<file path="config.mk">
export PLATFORM = sky130hd
export DESIGN_NAME = display_scan_mux_flat
export DESIGN_NICKNAME = d
export VERILOG_FILES = /design/src/rtl/display_scan_mux_if.sv /design/src/rtl/display_scan_mux.sv /design/src/flat_wrapper.sv
export SDC_FILE = /design/constraint.sdc
export NUM_CORES = 1
export LEC_CHECK = 0
export ABC_AREA = 0
export BUFFER_PORTS_ARGS = -buffer_cell sky130_fd_sc_hd__buf_2
export CAP_MARGIN = 20
export CELL_PAD_IN_SITES_DETAIL_PLACEMENT = 1
export CELL_PAD_IN_SITES_GLOBAL_PLACEMENT = 2
export CORE_MARGIN = 2
export CORE_UTILIZATION = 25
export DETAILED_ROUTE_END_ITERATION = 8
export GPL_ROUTABILITY_DRIVEN = 0
export PLACE_DENSITY = 0.64
export SETUP_SLACK_MARGIN = 0.15
export SYNTH_ARGS = -nofsm -noshare
export SYNTH_HDL_FRONTEND = slang
export SYNTH_SLANG_ARGS = --single-unit
</file>
<file path="constraint.sdc">
create_clock -name clk -period 3 [get_ports clk]
set_input_delay 0.15 -clock clk [delete_from_list [all_inputs] [get_ports clk]]
set_output_delay 0.15 -clock clk [all_outputs]
set_load 0.01 [all_outputs]
</file>
<file path="src/rtl/display_scan_mux_if.sv">
// display_scan_mux_if: load handshake and scan outputs of the display scan multiplexer
interface display_scan_mux_if #(
  parameter int DIGITS = 4
);
  logic                  load;
  logic [4*DIGITS-1:0]   value;
  logic [3:0]            data;
  logic [DIGITS-1:0]     digit_en;
  logic                  frame_start;
  logic                  pending;
  modport master (output load, value, input data, digit_en, frame_start, pending);
  modport slave  (input load, value, output data, digit_en, frame_start, pending);
endinterface

</file>
<file path="src/rtl/display_scan_mux.sv">
// display_scan_mux: frame-synchronous BCD scan multiplexer; LEADING_ZERO_BLANK_EN blanks leading zeros
module display_scan_mux #(
  parameter int DIGITS   = 4,
  parameter int SCAN_DIV = 50000
) (
  input  logic               clk,
  input  logic               reset,
  display_scan_mux_if.slave  bus
);
  localparam int PW = SCAN_DIV > 1 ? $clog2(SCAN_DIV) : 1;
  localparam int IW = DIGITS > 1 ? $clog2(DIGITS) : 1;
  localparam int VW = 4 * DIGITS;
  logic [PW-1:0] presc;
  logic [IW-1:0] idx, nxt;
  logic [VW-1:0] disp, disp_n, pend_val;
  logic          tick, wrap;
  logic [3:0]    code;
`ifdef LEADING_ZERO_BLANK_EN
  logic [DIGITS-1:0] zero_up;
  logic              zrun;
`endif
  always_comb begin
    tick   = presc == PW'(SCAN_DIV - 1);
    nxt    = idx == IW'(DIGITS - 1) ? '0 : IW'(idx + 1'b1);
    wrap   = tick && nxt == '0;
    // a load landing on the boundary edge bypasses the pending buffer
    disp_n = !wrap ? disp : bus.load ? bus.value : bus.pending ? pend_val : disp;
`ifdef LEADING_ZERO_BLANK_EN
    zero_up = '0;
    zrun    = 1'b1;
    for (int i = DIGITS - 1; i >= 0; i--) begin
      zrun       = zrun && disp_n[4*i +: 4] == 4'h0;
      zero_up[i] = zrun;
    end
    code = (nxt != '0 && zero_up[nxt]) ? 4'hF : disp_n[4*nxt +: 4];
`else
    code = disp_n[4*nxt +: 4];
`endif
  end
  always_ff @(posedge clk) begin
    if (reset) begin
      presc           <= '0;
      idx             <= '0;
      disp            <= '0;
      pend_val        <= '0;
      bus.pending     <= 1'b0;
      bus.data        <= 4'h0;
      bus.digit_en    <= DIGITS'(1);
      bus.frame_start <= 1'b0;
    end else begin
      presc           <= tick ? '0 : PW'(presc + 1'b1);
      disp            <= disp_n;
      bus.frame_start <= wrap;
      bus.pending     <= wrap ? 1'b0 : bus.load | bus.pending;
      if (bus.load) pend_val <= bus.value;
      if (tick) begin
        idx          <= nxt;
        bus.digit_en <= DIGITS'(1) << nxt;
        bus.data     <= code;
      end
    end
  end
endmodule

</file>
<file path="src/flat_wrapper.sv">
// flat-port wrapper written by rule: the top's interface ports become plain ports
module display_scan_mux_flat 
#(
  parameter int DIGITS   = 4,
  parameter int SCAN_DIV = 50000
)
  (clk, reset, bus_load, bus_value, bus_data, bus_digit_en, bus_frame_start, bus_pending);
  display_scan_mux_if #(.DIGITS(DIGITS)) bus_i ();
  input  logic clk;
  input  logic reset;
  input wire logic [$bits(bus_i.load)-1:0] bus_load;
  input wire logic [$bits(bus_i.value)-1:0] bus_value;
  output wire logic [$bits(bus_i.data)-1:0] bus_data;
  output wire logic [$bits(bus_i.digit_en)-1:0] bus_digit_en;
  output wire logic [$bits(bus_i.frame_start)-1:0] bus_frame_start;
  output wire logic [$bits(bus_i.pending)-1:0] bus_pending;
  assign bus_i.load = bus_load;
  assign bus_i.value = bus_value;
  assign bus_data = bus_i.data;
  assign bus_digit_en = bus_i.digit_en;
  assign bus_frame_start = bus_i.frame_start;
  assign bus_pending = bus_i.pending;
  display_scan_mux #(.DIGITS(DIGITS), .SCAN_DIV(SCAN_DIV)) u_core (.clk(clk), .reset(reset), .bus(bus_i));
endmodule
</file>
==> results.md, run 1 <==
* Status: complete, no violations
* Core Region at around 11000 um2
* Post-cts resize count at 0
* Post-synth ARST share at 0
* Hold Vio Cnt, Final at 0
* Antenna-violating nets left at 0
* Slew Viols, Final at 0
* Via/cell ratio at 4.839
* Cell area after synthesis at roughly 2800 um2
* CTS Buf Count at 9
* First drt pass iteration count at 5
* Clock buffer depth at 2
* Most frequent cells in the layout: 67 x nor2_1, 60 x dfxtp_1, 28 x buf_2
* Most common cell after layout, fill and taps aside: nor2_1
* Initial Util at 0.2584
* Die Area at 12170 um2
* Worst-Skew Late Latency at 330 ps
* Final setup margin at 427.4 ps
* Post-detail-place hpwl at between 5000 and 6000 um
* Sequential area share after synthesis at 0.4252
* FF-to-FF setup slack at 430 ps
* Fill cell count at 1278
* Worst path required time at approximately 3200 ps
* Root Buffer: clkbuf_16
* Cell count after synthesis at 310
* Largest family of logic cells by synthesized area: simple AND/OR/NAND/NOR gates
* Routed via count at ~2300
* LEAKAGE at 1.343 nW
* Mux contribution to synthesized area at 0.09832
* Final Cycle Share at 0.8575
* # setup viols final at 0
* Leading register cell type out of synthesis: dfxtp_1
* Max_cap viols at 0
* Worst hold path type: in2reg
* Design Area, Final at 3456 um2
* Synth Net Count at 335
* Worst VDD drop at 0.3665 mV
* Worst-path fanout max at 28
* Area grow syn2layout at 22.32%
* Total GRT Usage at 0.1315
* # IOs at 29
* Element type at the critical path start: flop
* Area leader, netlist: dfxtp_1
* Slew HR at 0.4898
* Area fraction in compound gates after synthesis at 0.1563
* CTS tree: yes
* Ratio of total power to cell area at 595.3 nW/um2
* Setup tns final at 0 ps
* Synth Warn # at 0
* Top cells by area, synth: dfxtp_1 43%, nor2_1 8.9%, mux2i_1 7.4%
* Worst-Margin Slew at 765.3 ps
* First-pass GRT wire length at 11960 um
* Nature of the critical path endpoint: flop
* H-Tree Level Count at 3
* Port bufs at 28
* Die Y at 110.3 um
* Clk pin slew, worst setup/hold paths at 50 ps
* Post-Syn Area per Cell at 9.114 um2
* Post-Route WL at 7334 um
* Grt ovf at 0
* Pre-CTS setup slack at between 300 and 400 ps
* Site Rows at 38
* Simple-Gate Fraction of Synth Area at 0.2104
* Layout cells sized above 1 at 0.1808
* Sink Count at 60
* Worst path arrival time at 2780 ps
* WL/cell at approximately 15 um
* Placed Area at 3129 um2
* Largest net degree at the start of global routing at 39
* Ant. Diodes at 0
* Vias in the first global route at roughly 2400
* Chip Width at 110.3 um
* # DRC at 0
* Post-synth EDFFs at 0
* Post-CTS Hold Buffers at 0
* Synth Register Bits at 60
* Synth top area share at 0.4252
* Synth cell types at 45
* Worst setup path class: reg2reg
* Clk_skew at 9.748 ps
* Synth Area in Adders at 0.02657
* Overall power at 2.057 mW
* Post-route minimum period at 2573 ps
* Fin nets at roughly 360
* RSZ-0062 raised after global routing: false
* Synth Area in XOR/XNOR at 0.04340
* Initial drt markers at just under 80
* Post CTS Setup Buffer Count at 0
* Maximum clock rate at roughly 0.4 GHz
* Initial antenna violation count at 0
-- kinds of logic after synthesis --
| kind of cell | after synthesis |
|---|---|
| muxes | 27 |
| AOI/OAI and AO/OA | 55 |
| xor gates and xnor gates | 14 |
| buffers and inverters | 25 |
| DFF | 60 |
| adders and majority gates | 6 |
| and+or+nand+nor | 123 |
-- registers in the layout, indices dropped and copies added, names as in the netlist --
name                    count
u_core.pend_val            16
u_core.presc               16
u_core.bus.pending          1
u_core.disp                16
u_core.bus.digit_en         4
u_core.idx                  2
u_core.bus.data             4
u_core.bus.frame_start      1
-- critical path, cell delays in order (launching register included) --
cell and delay (ps):
dfxtp_1 350, or4b_1 610, nor4_4 340, buf_12 230
nand2_2 170, o311ai_1 420, o22a_1 250, a211oi_2 70
-- final timing paths --
| check | startpoint | to | cells after the start |
|---|---|---|---|
| worst max-delay path | u_core.presc[4] | u_core.bus.data[1] | 7 |
| worst min-delay path | bus_value[12] | u_core.pend_val[12] | 3 |
| worst max register to register | u_core.presc[4] | u_core.bus.data[1] | 7 |
| worst min register to register | u_core.presc[0] | u_core.presc[0] | 1 |
-- through the flow --
stage | hold WS (ps) | util | std cells
floorplan | 297.1 | - | 310
global placement | 395.0 | 0.2862 | 467
detailed placement | 415.9 | 0.2862 | 467
CTS | 61.55 | 0.3160 | 483
global route | 73.93 | 0.3160 | 483
finish | 69.73 | 0.3160 | 483
-- routing by layer --
layer,vias to the layer above,global-route usage,wire length [um]
met5,-,0,0
met4,0,0.05982,119
met3,10,0.04409,292
met2,33,0.2042,3358
met1,1129,0.1647,3564
li1,1165,-,-
-- area by class of cell --
cell class	count	area, um2	area share
multi-input combinational	225	1518	0.4392
clock inverter	6	87.58	0.02534
inverter	6	22.52	0.006517
tap	140	175.2	0.05069
timing repair buffer	36	212.7	0.06155
sequential	60	1201	0.3476
clock buffer	10	239.0	0.06915
-- Yosys cell counts (all sizes together), types with 8 or more instances --
library cell	count
dfxtp	60
nor2	67
xor2	9
nand2	11
clkbuf	10
nand2b	8
o22a	11
buf	9
nand3	9
mux2i	21
-- power breakdown --
group	leakage, nW	internal (mW)	switching, mW
registers	0.487	0.815	0.0157
logic	0.694	0.0450	0.0566
clock network	0.162	0.748	0.377
Note: power is estimated with default switching activity, not from simulation.
==> run 2: changes to the inputs <==
--- a/config.mk
+++ b/config.mk
@@ -11,10 +11,10 @@
 export CELL_PAD_IN_SITES_DETAIL_PLACEMENT = 1
 export CELL_PAD_IN_SITES_GLOBAL_PLACEMENT = 2
 export CORE_MARGIN = 2
-export CORE_UTILIZATION = 25
+export CORE_UTILIZATION = 30
 export DETAILED_ROUTE_END_ITERATION = 8
 export GPL_ROUTABILITY_DRIVEN = 0
-export PLACE_DENSITY = 0.64
+export PLACE_DENSITY = 0.73
 export SETUP_SLACK_MARGIN = 0.15
 export SYNTH_ARGS = -nofsm -noshare
 export SYNTH_HDL_FRONTEND = slang
==> run 2 against run 1 <==
Compared with the run above: clock power shrank 43%; core utilization grew 3.9 points; critical path depth is the same; clock skew shrank 2.1 ps; flip-flop and latch count is the same; setup slack gained 100 ps; die area shrank 16%; final cell count shrank 6.2%; global-route usage grew 2.1 points; register-to-register slack gained 100 ps; critical path type unchanged; highest routed layer unchanged; combinational power is essentially flat; sequential power is essentially flat.
==> results.md, run 2 (synthesis results as in run 1) <==
* Status: complete, no violations (unchanged)
* Sink Count at 60 (unchanged)
* Worst-Margin Slew at 637.0 ps (was 765.3 ps)
* LEAKAGE at 1.269 nW (was 1.343 nW)
* Initial drt markers at 95 (was 79)
* First-pass GRT wire length at 12050 um (was 11960 um)
* Antenna-violating nets left at 0 (unchanged)
* # DRC at 0 (unchanged)
* Fin nets at 363 (unchanged)
* Post CTS Setup Buffer Count at 0 (unchanged)
* H-Tree Level Count at 3 (unchanged)
* Post-CTS Hold Buffers at 0 (unchanged)
* Setup tns final at 0 ps (unchanged)
* Worst-path fanout max at 30 (was 28)
* WL/cell at 15.98 um (was 15.18 um)
* Worst-Skew Late Latency at 340 ps (was 330 ps)
* Worst setup path class: reg2reg (unchanged)
* Max_cap viols at 0 (unchanged)
* Area grow syn2layout at 15.46% (was 22.32%)
* Pre-CTS setup slack at 498.7 ps (was 393.2 ps)
* Core Region at 9196 um2 (was 10940 um2)
* CTS tree: yes (unchanged)
* CTS Buf Count at 9 (unchanged)
* RSZ-0062 raised after global routing: false (unchanged)
* Worst hold path type: in2reg (unchanged)
* Grt ovf at 0 (unchanged)
* Nature of the critical path endpoint: flop (unchanged)
* Fill cell count at 1083 (was 1278)
* Post-cts resize count at 0 (unchanged)
* Clk_skew at 7.670 ps (was 9.748 ps)
* FF/Latch Area at 1201 um2 (unchanged)
* Chip Width at 101.0 um (was 110.3 um)
* # setup viols final at 0 (unchanged)
* Element type at the critical path start: flop (unchanged)
* Layout cells sized above 1 at 0.1725 (was 0.1808)
* Hold Vio Cnt, Final at 0 (unchanged)
* Die Y at 101.0 um (was 110.3 um)
* Regs by FF count: u_core.disp (16), u_core.pend_val (16), u_core.presc (16) (unchanged)
* Initial Util at 0.3072 (was 0.2584)
* Slew Viols, Final at 0 (unchanged)
* Most frequent cells in the layout: 67 x nor2_1, 60 x dfxtp_1, 28 x buf_2 (unchanged)
* Routed via count at 2335 (was 2337)
* First drt pass iteration count at 4 (was 5)
* Port bufs at 28 (unchanged)
* Post-route minimum period at 2472 ps (was 2573 ps)
* Ratio of total power to cell area at 483.3 nW/um2 (was 595.3 nW/um2)
* Maximum clock rate at 0.4045 GHz (was 0.3887 GHz)
* Multi-input logic area at 1518 um2 (unchanged)
* Post-Route WL at 7239 um (was 7334 um)
* Worst path required time at 3210 ps (about the same)
* Slew HR at 0.5748 (was 0.4898)
* Most common cell after layout, fill and taps aside: nor2_1 (unchanged)
* Vias in the first global route at 2372 (was 2434)
* Ant. Diodes at 0 (unchanged)
* Clock buffer depth at 2 (unchanged)
* Final setup margin at 527.9 ps (was 427.4 ps)
* # IOs at 29 (unchanged)
* Root Buffer: clkbuf_8 (was clkbuf_16)
* Site Rows at 35 (was 38)
* Die Area at 10210 um2 (was 12170 um2)
* Largest net degree at the start of global routing at 31 (was 39)
* Initial antenna violation count at 0 (unchanged)
* Final Cycle Share at 0.8240 (was 0.8575)
* Overall power at 1.577 mW (was 2.057 mW)
* Clk pin slew, worst setup/hold paths at 60 ps (was 50 ps)
* Via/cell ratio at 5.155 (was 4.839)
* Worst path arrival time at 2680 ps (was 2780 ps)
* Worst VDD drop at 0.2209 mV (was 0.3665 mV)
* Post-detail-place hpwl at 5072 um (was 5169 um)
* Total GRT Usage at 0.1525 (was 0.1315)
run 2: cell count changes in the layout (fill, tap and decap cells not counted), sizes merged:
cell    change
clkbuf      +3
bufinv      -2
clkinv      -2
run 2: report_power, final:
part	leakage (nW)	internal, mW	switching, mW
registers	0.487	0.814	0.0168
logic	0.692	0.0466	0.0586
clock network	0.0893	0.338	0.303
run 2: per-stage QoR:
step	utilization	hold WS, ps	cells	area [um2]
global route	0.3547	69.56	453	3262
floorplan	-	297.1	310	2825
global placement	0.3363	399.0	438	3093
CTS	0.3547	51.51	453	3262
detailed placement	0.3363	406.6	438	3093
finish	0.3547	61.58	453	3262
run 2: worst paths after layout:
kind | start | end | slack, ps | depth (start not counted)
worst max-delay path | u_core.presc[4] | u_core.bus.data[1] | 530 | 7
worst min-delay path | bus_value[1] | u_core.pend_val[1] | 60 | 3
worst min register to register | u_core.presc[0] | u_core.presc[0] | 460 | 1
worst max register to register | u_core.presc[4] | u_core.bus.data[1] | 530 | 7
run 2: cell type report:
class                   count  area share
inverters                   6    0.006904
clock buffers              13     0.04871
multi-input cells         225      0.4653
repair buffers             36     0.06521
clock inverters             2    0.003069
well taps                 111     0.04258
flip-flops and latches     60      0.3682
run 2: critical path, cell delays in order (launching register included):
cell      delay (ps)
dfxtp_1          350
or4b_1           610
nor4_4           290
buf_12           230
o21ai_2          120
and2_1           220
a221oi_1         410
a211oi_2         110
run 2: metal layers:
metal	global-route usage	vias to the layer above	part of all wire
li1	-	1168	-
met5	0	-	0
met1	0.1921	1131	0.48
met4	0.03430	0	0.0076
met2	0.2573	31	0.49
met3	0.04508	5	0.027
==> run 3: changes to the inputs <==
--- a/config.mk
+++ b/config.mk
@@ -14,7 +14,7 @@
 export CORE_UTILIZATION = 30
 export DETAILED_ROUTE_END_ITERATION = 8
 export GPL_ROUTABILITY_DRIVEN = 0
-export PLACE_DENSITY = 0.73
+export PLACE_DENSITY = 0.76
 export SETUP_SLACK_MARGIN = 0.15
 export SYNTH_ARGS = -nofsm -noshare
 export SYNTH_HDL_FRONTEND = slang
==> constraint.sdc (replaced) <==
create_clock -name clk -period 2.25 [get_ports clk]
set_input_delay 0.1125 -clock clk [delete_from_list [all_inputs] [get_ports clk]]
set_output_delay 0.1125 -clock clk [all_outputs]
set_load 0.01 [all_outputs]
==> run 3 against run 2 <==
Compared with the run above: clock skew about the same; cell area grew 14%; clock-buffer cell count shrank 1; combinational power grew 45%; sequential share of layout area fell by 4.4 points; global-route usage rose by 0.27 points; core utilization grew 5.0 points; critical path depth is 1 higher; maximum frequency grew 10%; non-clock buffer count is 23 higher; critical path type unchanged; critical endpoint is now u_core.bus.data[0]; largest cell class unchanged; highest routed layer unchanged.
==> results.md, run 3 (synthesis results as in run 1) <==
* Maximum clock rate at 0.4468 GHz (was 0.4045 GHz)
* Most common cell after layout, fill and taps aside: nor2_1 (unchanged)
* Overall power at 2.487 mW (was 1.577 mW)
* Final Cycle Share at 0.9947 (was 0.8240)
* Area grow syn2layout at 31.58% (was 15.46%)
* Clock power frac at 0.493 (was 0.406)
* Max_cap viols at 0 (unchanged)
* Clk_skew at 7.442 ps (was 7.670 ps)
* FF-to-FF setup slack at 10 ps (was 530 ps)
* Antenna-violating nets left at 0 (unchanged)
* Clock buffer depth at 2 (unchanged)
* # IOs at 29 (unchanged)
* Gate power share at 0.061 (was 0.067)
* Element type at the critical path start: flop (unchanged)
* Layout cells sized above 1 at 0.2888 (was 0.1725)
* Site Rows at 35 (unchanged)
* Ant. Diodes at 0 (unchanged)
* Fin nets at 387 (was 363)
* Worst setup path start: u_core.presc[4] (unchanged)
* # setup viols final at 0 (unchanged)
* Routed via count at 2424 (was 2335)
* RSZ-0062 raised after global routing: true (was false)
* Sink Count at 60 (unchanged)
* Most frequent cells in the layout: 67 x nor2_1, 57 x dfxtp_1, 28 x buf_2 (was 67 x nor2_1, 60 x dfxtp_1, 28 x buf_2)
* Slew Viols, Final at 0 (unchanged)
* Worst R2R End: u_core.bus.data[0] (was u_core.bus.data[1])
* Port bufs at 28 (unchanged)
* Worst hold path endpoint: u_core.pend_val[1] (unchanged)
* Worst setup path class: reg2reg (unchanged)
* Worst min-delay path startpoint: bus_value[1] (unchanged)
* Post-route minimum period at 2238 ps (was 2472 ps)
* LEAKAGE at 1.466 nW (was 1.269 nW)
* Worst path required time at 2460 ps (was 3210 ps)
* Worst hold path type: in2reg (unchanged)
* Ratio of total power to cell area at 668.9 nW/um2 (was 483.3 nW/um2)
* Die Area at 10210 um2 (unchanged)
* Reg2Reg Launch Point: u_core.presc[4] (unchanged)
* Net Sw Frac at 0.2178 (was 0.2397)
* Clk pin slew, worst setup/hold paths at 70 ps (was 60 ps)
* Initial antenna violation count at 1 (was 0)
* Worst VDD drop at 0.3680 mV (was 0.2209 mV)
* # DRC at 0 (unchanged)
* Worst reg2reg path depth at 8 (was 7)
* Initial Util at 0.3072 (unchanged)
* Post-CTS Hold Buffers at 0 (unchanged)
* H-Tree Level Count at 3 (unchanged)
* Initial drt markers at 71 (was 95)
* Worst-Skew Late Latency at 340 ps (about the same)
* Die Y at 101.0 um (unchanged)
* Worst hold stages at 3 (unchanged)
* Chip Width at 101.0 um (unchanged)
* Vias in the first global route at 2474 (was 2372)
* CTS tree: yes (unchanged)
* First-pass GRT wire length at 12360 um (was 12050 um)
* Worst-path fanout max at 7 (was 30)
* Hold slack final at 20.34 ps (was 61.58 ps)
* WL/cell at 15.95 um (was 15.98 um)
* Nature of the critical path endpoint: flop (unchanged)
* Core Util, Final at 0.4042 (was 0.3547)
* Hold Vio Cnt, Final at 0 (unchanged)
* Fill cell count at 1058 (was 1083)
* Worst-Margin Slew at 583.3 ps (was 637.0 ps)
* Root Buffer: clkbuf_8 (unchanged)
* P_int at 1.945 mW (was 1.199 mW)
* Pre-CTS setup slack at -43.89 ps (was 498.7 ps)
* Total GRT Usage at 0.1552 (was 0.1525)
* Post-Route WL at 7623 um (was 7239 um)
* Largest net degree at the start of global routing at 38 (was 31)
* Regs by FF count: u_core.disp (16), u_core.pend_val (16), u_core.presc (16) (unchanged)
* First drt pass iteration count at 4 (unchanged)
* Slew HR at 0.6070 (was 0.5748)
* Post-detail-place hpwl at 5310 um (was 5072 um)
* Grt ovf at 0 (unchanged)
* Final setup margin at 11.86 ps (was 527.9 ps)
* Reg power frac at 0.445 (was 0.527)
* CTS Buf Count at 9 (unchanged)
* Worst path arrival time at 2450 ps (was 2680 ps)
* Status: complete, no violations (unchanged)
* Via/cell ratio at 5.071 (was 5.155)
* Net switching power at 0.5415 mW (was 0.3779 mW)
* Core Region at 9196 um2 (unchanged)
[run 3: cell count changes in the layout (fill, tap and decap cells not counted), sizes merged]
cell	delta
bufinv	+3
clkbuf	-1
clkinv	-1
or2	+1
buf	+23
[run 3: critical path: stages, from the launching register on]
cell and delay (ps):
dfxtp_2 320, or4b_4 550, nor4_4 290, buf_6 160
buf_12 140, mux2_4 320, o311ai_4 90, o22a_1 180
a211oi_2 60
[run 3: cell type report]
| cell class | instances | area (um2) | share of cell area |
|---|---|---|---|
| clock buffers | 12 | 155.1 | 0.04174 |
| clock inverters | 4 | 95.09 | 0.02558 |
| inverters | 6 | 22.52 | 0.006059 |
| multi-input cells | 226 | 1700 | 0.4574 |
| flip-flops and latches | 60 | 1205 | 0.3241 |
| well taps | 111 | 138.9 | 0.03736 |
| repair buffers | 59 | 400.4 | 0.1077 |
[run 3: layer usage]
layer / global-route usage / wire length (um) / vias to the layer above
li1: - / - / 1216
met1: 0.1884 / 3439 / 1171
met5: 0 / 0 / -
met2: 0.2659 / 3840 / 28
met3: 0.04785 / 254 / 9
met4: 0.04054 / 88 / 0
[run 3: metrics by stage]
stage	instance area, um2	setup TNS [ps]	std cells
3_5_place_dp	3317	-113.0	457
4_1_cts	3643	-68.72	475
5_1_grt	3717	-512.2	478
2_1_floorplan	2907	0	310
6_report	3717	0	478
3_3_place_gp	3317	-28.18	457
[run 3: how the worst max path moves through the flow]
| stage | to | cells after the start |
|---|---|---|
| floorplan | u_core.bus.data[1] | 7 |
| global placement | u_core.bus.data[0] | 8 |
| detailed placement | u_core.bus.data[1] | 8 |
| CTS | u_core.bus.data[1] | 8 |
| global route | u_core.bus.data[0] | 8 |
| finish | u_core.bus.data[0] | 8 |
[run 3: power by group through the flow]
stage	sequential (mW)	clock, mW	combinational (mW)
after floorplan	1.12	0	0.103
after global placement	1.13	0	0.143
after detailed placement	1.13	0	0.146
after CTS	1.11	1.26	0.152
after global routing	1.11	1.30	0.169
final	1.11	1.23	0.152
[run 3: repair_timing]
action,4_1_cts,5_1_grt
setup endpoints to repair,31,28
buffers inserted,1,3
cloned,1,0
gates resized for setup,12,10
pin swaps,16,7
